**src/rtl/ieee754_mul_pipe.sv**
```systemverilog
// ----------------------------------------------------------------------------
// ieee754_mul_pipe
//   Three-stage pipelined IEEE-754 binary multiplier with flush-to-zero.
//     S1  unpack operands and classify the special-case result
//     S2  integer mantissa product and signed unbiased exponent sum
//     S3  normalise, round (optional), detect overflow/underflow, pack
//   All stages advance together whenever the output register is empty or
//   being drained; otherwise the whole pipeline holds.
//
// Configuration macro:
//   IEEE754_MUL_ROUND_EN  defined   -> round-to-nearest-even (guard/round/sticky)
//                         undefined -> truncate toward zero, no rounding logic
//
// Parameters:
//   EXP_W  exponent field width (default 8)
//   MAN_W  stored mantissa field width (default 23); word width W = 1+EXP_W+MAN_W
//
// Ports:
//   clk        sole clock, rising edge
//   rst_n      synchronous active-low reset
//   in_valid   operand pair a/b valid
//   in_ready   operand pair accepted this cycle when in_valid is also high
//   a, b       IEEE-754 operands (W bits)
//   out_valid  s and flags valid
//   out_ready  downstream accepts the result
//   s          product a*b (W bits)
//   OUVERFLOW  finite operands rounded to +/-Inf
//   UNDERFLOW  nonzero finite operands flushed to +/-0
//   INVALID    0*Inf; canonical NaN returned
// ----------------------------------------------------------------------------
module ieee754_mul_pipe #(
  parameter int EXP_W = 8,
  parameter int MAN_W = 23
) (
  input  logic                   clk,
  input  logic                   rst_n,
  input  logic                   in_valid,
  output logic                   in_ready,
  input  logic [EXP_W+MAN_W:0]   a,
  input  logic [EXP_W+MAN_W:0]   b,
  output logic                   out_valid,
  input  logic                   out_ready,
  output logic [EXP_W+MAN_W:0]   s,
  output logic                   OUVERFLOW,
  output logic                   UNDERFLOW,
  output logic                   INVALID
);

  localparam int W   = 1 + EXP_W + MAN_W;
  localparam int EW2 = EXP_W + 2;        // signed exponent width, never wraps
  localparam int PW  = 2 * MAN_W + 2;    // full product of two (MAN_W+1)-bit mantissas

  localparam logic signed [EW2-1:0] BIAS    = EW2'((1 << (EXP_W - 1)) - 1);
  localparam logic signed [EW2-1:0] EXP_TOP = EW2'((1 << EXP_W) - 1);
  localparam logic signed [EW2-1:0] EXP_LOW = '0;

  localparam logic [W-1:0] QNAN = {1'b0, {EXP_W{1'b1}}, 1'b1, {(MAN_W-1){1'b0}}};

  // Result class decided in S1; only K_NORM needs the arithmetic path.
  typedef enum logic [2:0] {
    K_NORM,
    K_ZERO,
    K_INF,
    K_QNAN,
    K_INVAL
  } kind_e;

  // --------------------------------------------------------------------------
  // Global advance: every stage moves when the output slot is free or drains.
  // --------------------------------------------------------------------------
  logic advance;

  assign advance  = !out_valid || out_ready;
  // Reset forces readiness so the upstream never sees a stall while the
  // pipeline is being flushed.
  assign in_ready = advance || !rst_n;

  // --------------------------------------------------------------------------
  // S1: unpack and classify
  // --------------------------------------------------------------------------
  logic             sign_a, sign_b;
  logic [EXP_W-1:0] exp_a, exp_b;
  logic [MAN_W-1:0] frac_a, frac_b;
  logic             nan_a, nan_b, inf_a, inf_b, zero_a, zero_b;
  kind_e            kind_c;

  assign {sign_a, exp_a, frac_a} = a;
  assign {sign_b, exp_b, frac_b} = b;

  assign nan_a  = (&exp_a) && (|frac_a);
  assign nan_b  = (&exp_b) && (|frac_b);
  assign inf_a  = (&exp_a) && !(|frac_a);
  assign inf_b  = (&exp_b) && !(|frac_b);
  // A zero exponent field covers both true zero and subnormals (FTZ).
  assign zero_a = (exp_a == '0);
  assign zero_b = (exp_b == '0);

  // NOTE: every variable assigned in always_comb gets a default first so no
  // path can leave it unassigned and infer a latch.
  always_comb begin
    kind_c = K_NORM;
    if (nan_a || nan_b)
      kind_c = K_QNAN;
    else if ((inf_a && zero_b) || (inf_b && zero_a))
      kind_c = K_INVAL;
    else if (inf_a || inf_b)
      kind_c = K_INF;
    else if (zero_a || zero_b)
      kind_c = K_ZERO;
  end

  logic             v1;
  kind_e            kind1;
  logic             sign1;
  logic [EXP_W-1:0] exp_a1, exp_b1;
  logic [MAN_W:0]   man_a1, man_b1;

  // --------------------------------------------------------------------------
  // S2: mantissa product and exponent sum
  // --------------------------------------------------------------------------
  logic                  v2;
  kind_e                 kind2;
  logic                  sign2;
  logic signed [EW2-1:0] exp2;
  logic [PW-1:0]         prod2;

  // --------------------------------------------------------------------------
  // S3 combinational: normalise, round, range-check, pack
  // --------------------------------------------------------------------------
  logic                  lead;
  logic [PW-1:0]         norm;
  logic signed [EW2-1:0] exp_n, exp_r;
  logic [MAN_W-1:0]      frac_t, frac_r;
  logic                  unused_lead;

  // Product of two values in [1,2) lies in [1,4): at most one left shift
  // puts the leading one at the top bit.
  assign lead        = prod2[PW-1];
  assign norm        = lead ? prod2 : (prod2 << 1);
  assign exp_n       = exp2 + $signed({{(EW2-1){1'b0}}, lead});
  assign frac_t      = norm[PW-2 -: MAN_W];
  assign unused_lead = norm[PW-1];

`ifdef IEEE754_MUL_ROUND_EN
  logic           guard, rnd, sticky, round_up;
  logic [MAN_W:0] frac_sum;

  assign guard    = norm[MAN_W];
  assign rnd      = norm[MAN_W-1];
  assign sticky   = |norm[MAN_W-2:0];
  // Nearest-even: round up above half, or at exactly half when LSB is odd.
  assign round_up = guard && (rnd || sticky || frac_t[0]);
  assign frac_sum = {1'b0, frac_t} + {{MAN_W{1'b0}}, round_up};
  // A carry out means 1.11..1 became 10.00..0: the low bits are already
  // zero, so renormalising is only the exponent increment.
  assign frac_r   = frac_sum[MAN_W-1:0];
  assign exp_r    = exp_n + $signed({{(EW2-1){1'b0}}, frac_sum[MAN_W]});
`else
  logic unused_tail;

  assign unused_tail = ^norm[MAN_W:0];
  assign frac_r      = frac_t;
  assign exp_r       = exp_n;
`endif

  logic [W-1:0] s_c;
  logic         ovf_c, udf_c, inv_c;

  always_comb begin
    s_c   = '0;
    ovf_c = 1'b0;
    udf_c = 1'b0;
    inv_c = 1'b0;
    unique case (kind2)
      K_QNAN:  s_c = QNAN;
      K_INVAL: begin
        s_c   = QNAN;
        inv_c = 1'b1;
      end
      K_INF:   s_c = {sign2, {EXP_W{1'b1}}, {MAN_W{1'b0}}};
      K_ZERO:  s_c = {sign2, {(W-1){1'b0}}};
      default: begin
        if (exp_r >= EXP_TOP) begin
          s_c   = {sign2, {EXP_W{1'b1}}, {MAN_W{1'b0}}};
          ovf_c = 1'b1;
        end else if (exp_r <= EXP_LOW) begin
          s_c   = {sign2, {(W-1){1'b0}}};
          udf_c = 1'b1;
        end else begin
          s_c   = {sign2, exp_r[EXP_W-1:0], frac_r};
        end
      end
    endcase
  end

  // --------------------------------------------------------------------------
  // Control and output registers (reset)
  // --------------------------------------------------------------------------
  // NOTE: sequential state uses non-blocking assignments so every register
  // samples the pre-edge values of the others, independent of statement order.
  always_ff @(posedge clk) begin
    if (!rst_n) begin
      v1        <= 1'b0;
      v2        <= 1'b0;
      out_valid <= 1'b0;
      s         <= '0;
      OUVERFLOW <= 1'b0;
      UNDERFLOW <= 1'b0;
      INVALID   <= 1'b0;
    end else if (advance) begin
      // advance implies in_ready, so in_valid alone marks an accept here.
      v1        <= in_valid;
      v2        <= v1;
      out_valid <= v2;
      // Bubbles present zero data and no flags.
      s         <= v2 ? s_c   : '0;
      OUVERFLOW <= v2 && ovf_c;
      UNDERFLOW <= v2 && udf_c;
      INVALID   <= v2 && inv_c;
    end
  end

  // --------------------------------------------------------------------------
  // Datapath registers (no reset)
  // --------------------------------------------------------------------------
  // NOTE: datapath registers are left unreset; their contents only matter
  // when the matching valid bit is set, and that bit is reset.
  always_ff @(posedge clk) begin
    if (advance) begin
      kind1  <= kind_c;
      sign1  <= sign_a ^ sign_b;
      exp_a1 <= exp_a;
      exp_b1 <= exp_b;
      man_a1 <= {1'b1, frac_a};
      man_b1 <= {1'b1, frac_b};

      kind2  <= kind1;
      sign2  <= sign1;
      exp2   <= $signed({2'b00, exp_a1}) + $signed({2'b00, exp_b1}) - BIAS;
      prod2  <= PW'(man_a1) * PW'(man_b1);
    end
  end

endmodule
```
**config.mk**
```make
export PLATFORM = sky130hd
export DESIGN_NAME = ieee754_mul_pipe
export DESIGN_NICKNAME = d
export VERILOG_FILES = /design/src/rtl/ieee754_mul_pipe.sv
export SDC_FILE = /design/constraint.sdc
export NUM_CORES = 2
export LEC_CHECK = 0
export CAP_MARGIN = 10
export CORE_UTILIZATION = 33
export DETAILED_ROUTE_END_ITERATION = 8
export PLACE_DENSITY_LB_ADDON = 0.1
export SYNTH_ARGS = -nofsm -noshare
export SYNTH_HDL_FRONTEND = slang
export SYNTH_SLANG_ARGS = --single-unit
export TNS_END_PERCENT = 100
```
**constraint.sdc**
```tcl
create_clock -name clk -period 14.75 [get_ports clk]
set_clock_uncertainty 0.2 [all_clocks]
set_input_delay 1.475 -clock clk [delete_from_list [all_inputs] [get_ports clk]]
set_output_delay 1.475 -clock clk [all_outputs]
set_load 0.02 [all_outputs]
```
# Word level (Yosys, flattened, before mapping)
# Index checks and enable logic that the tools add are counted.
[word_totals]
ff_bits = 166
output_inout_bits = 37
input_bits = 68
wordCells = 69
[classes]
n_bitwise = 1
muxes = 14
addsub = 3
n_eq_ne = 4
mul = 1
magnitude_cmp = 2
n_reduce_logical = 27
[ops]
columns = ["operator", "n"]
rows = [
  ["32-bit case mux with 3 select lines", 1],
  ["31-bit two-way mux", 2],
  ["24-bit by 24-bit multiplier with 48-bit output", 1],
  ["47-bit two-way mux", 1],
  ["23-bit OR reduction", 2],
  ["32-bit two-way mux", 1],
  ["8-bit logical NOT", 2],
  ["8-bit AND reduction", 2],
  ["10-bit by 2-bit adder with 10-bit output", 1],
  ["10-bit by 9-bit greater-or-equal comparator with 1-bit output, second input constant", 1],
  ["10-bit by 1-bit less-or-equal comparator with 1-bit output, second input constant", 1],
  ["9-bit by 7-bit subtractor with 10-bit output, second input constant", 1],
  ["8-bit by 8-bit adder with 9-bit output", 1],
  ["1-bit logical AND", 9],
  ["1-bit two-way mux", 7],
  ["3-bit by 2-bit == test with 1-bit output, second input constant", 2],
  ["1-bit logical OR", 6],
  ["1-bit logical NOT", 4],
  ["4-bit OR reduction", 1],
  ["3-bit by 1-bit == test with 1-bit output, second input constant", 1],
  ["3-bit == test, second input constant", 1],
  ["3-bit two-way mux", 1],
  ["2-bit two-way mux", 1],
  ["2-bit OR reduction", 1],
  ["1-bit bitwise XOR", 1],
]

# Logic depth before layout (Yosys ltp)
[logic_depth]
word_depth = 6
depth_mapped = 28
depth_no_buf = 25

# Worst setup path before layout
# No wires, ideal clock.
[synth_path]
kind = "register to register"
from = "register man_a1[18]"
to = "register prod2[47] (data pin)"
path_buffers = 1
path_slack_ns = 7.604
setup_ns = 0.136
period_less_slack_ns = 7.146
arrival_ns = 6.811
required_time_ns = 14.414
stages_incl_launch_ff = 25
path_cell_list = "edfxtp_1 clkbuf_1 nand2_1 fa_1 inv_1 fa_1 inv_1 fa_1 inv_1 fa_1 fa_1 fa_1 inv_1 fa_1 inv_1 ha_1 a21oi_1 o21ai_1 a311o_1 a2111oi_4 a21oi_2 a221oi_2 o31ai_2 or4_1 nand3_1"
[synth_via]
elab_chain_len = 1
[synth_lines]
columns = ["item", "line", "text"]
rows = [
  ["start: declaration", "116", "logic [MAN_W:0] man_a1, man_b1;"],
  ["start signal: assignment", "234", "man_a1 <= {1'b1, frac_a};"],
  ["24-bit by 24-bit multiplier with 48-bit output", "240", "prod2 <= PW'(man_a1) * PW'(man_b1);"],
  ["end signal: assignment", "240", ""],
  ["end: declaration", "125", "logic [PW-1:0] prod2;"],
]
# No other way between the ends.
# A chain may end at the register's enable or synchronous reset.

# Final worst setup path
[layout_path]
from = "register man_b1[8]"
to = "register prod2[46] (data pin)"
[layout_via]
elab_chain_len = 1
[layout_lines]
columns = ["item", "line", "text"]
rows = [
  ["start: declaration", "116", ""],
  ["start signal: assignment", "235", "man_b1 <= {1'b1, frac_b};"],
  ["24-bit by 24-bit multiplier with 48-bit output", "240", ""],
]
# No other way between the ends.

==> results.md <==
* Outcome: finished, final reports clean
* Sum of negative setup slack at 0 ns
* Syn Inst Count at 2423
* GRT Overall Usage at 0.2058
* Initial Utilization at 0.3362
* Routability congestion estimate from global placement at 0.8471
* Element type at the critical path end: flop
* Data arrival, critical path at 8.46 ns
* Hold Buf Count CTS at 0
* Biggest cell delay along the critical path at 0.93 ns
* Setup repair after global routing missed its margin: no
* Most used cells in the layout excluding fill and tap cells: sky130_fd_sc_hd__inv_1, sky130_fd_sc_hd__fa_1, sky130_fd_sc_hd__nand2_1
* Router iterations before antenna repair at 5
* Number of hold violations in the final report at 0
* Adder-Cell Fraction of Synth Area at 0.5051
* Maximum capacitance violations at 0
* Total of cells resized after clock tree synthesis at 0
* Buffers on Ports at around 100
* Xor and xnor fraction of the mapped netlist area at 0.01588
* Post-CTS setup-driven buffer insertion count at 0
* Vias in the first global route at 18.32k
* Simple logic cell fraction of the synthesized area at 0.1443
* DIE HEIGHT at about 270 µm
* Yosys top cell by area: sky130_fd_sc_hd__fa_1
* Layout overhead on the synthesized area at 11.60%
* Number of nets still failing antenna checks after routing at 0
* Antenna violations before repair at 3
* Category of the worst setup path launch point: flop
* Die area at 72920 µm²
* Standard cell core area at 70510 µm²
* Required @ worst endpoint at 14.73 ns
* Slew HR at 0.2217
* Clock root cell: sky130_fd_sc_hd__clkbuf_16
* Clock tree from TritonCTS: yes
* Yosys cell types at 67
* Crit-path slowest cell: sky130_fd_sc_hd__edfxtp_1
* Number of enable flip-flop cells after synthesis at between 100 and 150
* Final clock period utilization by the worst path at 0.5750
* Post-synthesis register bit count at ~140
* Sum of overflow across all layers after global routing at 0
* Via count normalized by instance count at slightly below 5
* Kind of cell adding the most delay to the critical path: adder cells
* Routed Wire Length at 72.61 mm
* F_max at 117.9 MHz
* Post-synth top area share at 0.4070
* Final setup violation count at 0
* Final critical path time including I/O delays and setup at 8.482 ns
* Portion of the post-synthesis area used by sequential elements at 0.1651
* Complex-gate fraction of the synthesized area at 0.05035
* Synth async-reset ratio at 0
* Critical Setup Path Class: reg2reg
* Clock slew at the register clock pins of the worst setup and hold paths at 0.08 ns
* Pin count of the biggest net entering global routing at between 50 and 60
* Class of the worst hold path: reg2reg
* FP Rows at 97
* Combined buffer and inverter count along the critical path at 7
* Multiplexer share of the synthesized area at 0.009710
* Share of post-route cells with drive strength above 1 at 0.03922
* Most numerous cell on the critical path: sky130_fd_sc_hd__fa_1
* WL/cell at 21.11 µm
* Average size of a mapped cell at 9.785 µm²
* Max Root-Sink Buffers at 2
* Net count of the mapped netlist at about 3.2k
* Ys Warns at 0
* Final number of max-transition violations at 0
* Detailed Place HPWL at around 57 mm
* Violation count after the first detailed-routing iteration at approximately 800
* Most common library cell in the layout ignoring fill and taps: sky130_fd_sc_hd__inv_1
* Leading register cell type out of synthesis: sky130_fd_sc_hd__edfxtp_1
* Worst reg-to-reg setup slack at about 6.3 ns
* H-tree Lvls at 4
* Num CTS Buffers at 17
* Detailed-route DRC error count at 0
* Summed instance area of the synthesized netlist at 23710 µm²
* Area contributors post-synth: sky130_fd_sc_hd__fa_1, sky130_fd_sc_hd__edfxtp_1, sky130_fd_sc_hd__ha_1
* Number of clock sinks at 143
* Number of ports placed on the die boundary at 105
* Worst Tran Pin Value at roughly 1.2 ns
* Highest fanout seen on the critical path at 17
* Insertion delay of the later-clocked pin in the worst-skew pair at 0.44 ns
* Vias after detailed routing at ~17k
* Global-route wire length before repair at 112.1 mm
* Number of nets in the finished design at 3222
* DIE WIDTH at 270.0 µm
* Dominant combinational cell family by area after synthesis: adder cells
==> cells by family after synthesis <==
family	Yosys count
buf+inv	691
simple gates	689
fa+ha+maj	668
compound gates	166
flops	143
xor+xnor	43
mux	23
==> metrics by stage <==
step / cells / utilization / hold WS (ns) / cell area (µm²) / setup slack [ns]
after floorplan: 2423 / - / 0.2003 / 23710 / 7.604
after global placement: 3407 / 0.3668 / 0.2074 / 25870 / 6.306
after detailed placement: 3407 / 0.3668 / 0.2045 / 25870 / 6.214
after CTS: 3439 / 0.3752 / 0.2232 / 26460 / 6.171
after global routing: 3439 / 0.3752 / 0.2260 / 26460 / 5.835
final: 3440 / 0.3753 / 0.2233 / 26460 / 6.268
==> final timing paths <==
path | startpoint | to | cells past startpoint
max | man_b1[8]$_DFFE_PP_ | prod2[46]$_DFFE_PP_ | 25
min | kind1[2]$_SDFFCE_PP0P_ | kind2[2]$_DFFE_PP_ | 0
min reg2reg | kind1[2]$_SDFFCE_PP0P_ | kind2[2]$_DFFE_PP_ | 0
max reg2reg | man_b1[8]$_DFFE_PP_ | prod2[46]$_DFFE_PP_ | 25
==> synthesized netlist by cell type (all sizes together), types with 3 or more instances <==
master	number
or4	6
a22o	3
and2	247
a31oi	3
o21ai	44
xnor2	25
and4	3
nand4	17
dfxtp	38
a21o	20
a211o	4
mux2i	23
a221o	5
edfxtp	105
fa	482
nor2b	4
nand3	15
o221ai	3
xor2	18
and3	6
nor2	53
o21a	7
a21oi	39
nor3	6
clkbuf	102
nor4	14
a21boi	3
nand2	308
a211oi	4
o21bai	9
ha	186
inv	585
==> flip-flops by register name, indices dropped and copies added, names as in the netlist <==
name and cells:
exp2 10, INVALID 1, out_valid 1, kind1 3
sign1 1, prod2 25, OUVERFLOW 1, v1 1
sign2 1, man_a1 23, s 32, UNDERFLOW 1
man_b1 23, exp_a1 8, v2 1, exp_b1 8
kind2 3
==> per-layer routing <==
layer  up-vias  routed length (µm)  GRT usage
li1       7413                   -          -
met1      8789               31530     0.2721
met2       326               36520     0.3560
met3        87                2752    0.02392
met4         0                1808    0.05278
met5         -                   0          0
==> cell type report <==
class | count | area, µm²
clock inverters | 15 | 166.4
diodes | 1 | 2.502
well taps | 940 | 1176
inverters | 587 | 2206
fillers | 7112 | 44050
multi-input cells | 1589 | 17200
clock buffers | 17 | 425.4
repair buffers | 148 | 1371
flip-flops and latches | 143 | 3914
Power is not shown: default switching activity piles up to over one toggle a cycle in this logic, so the estimate is an artifact.
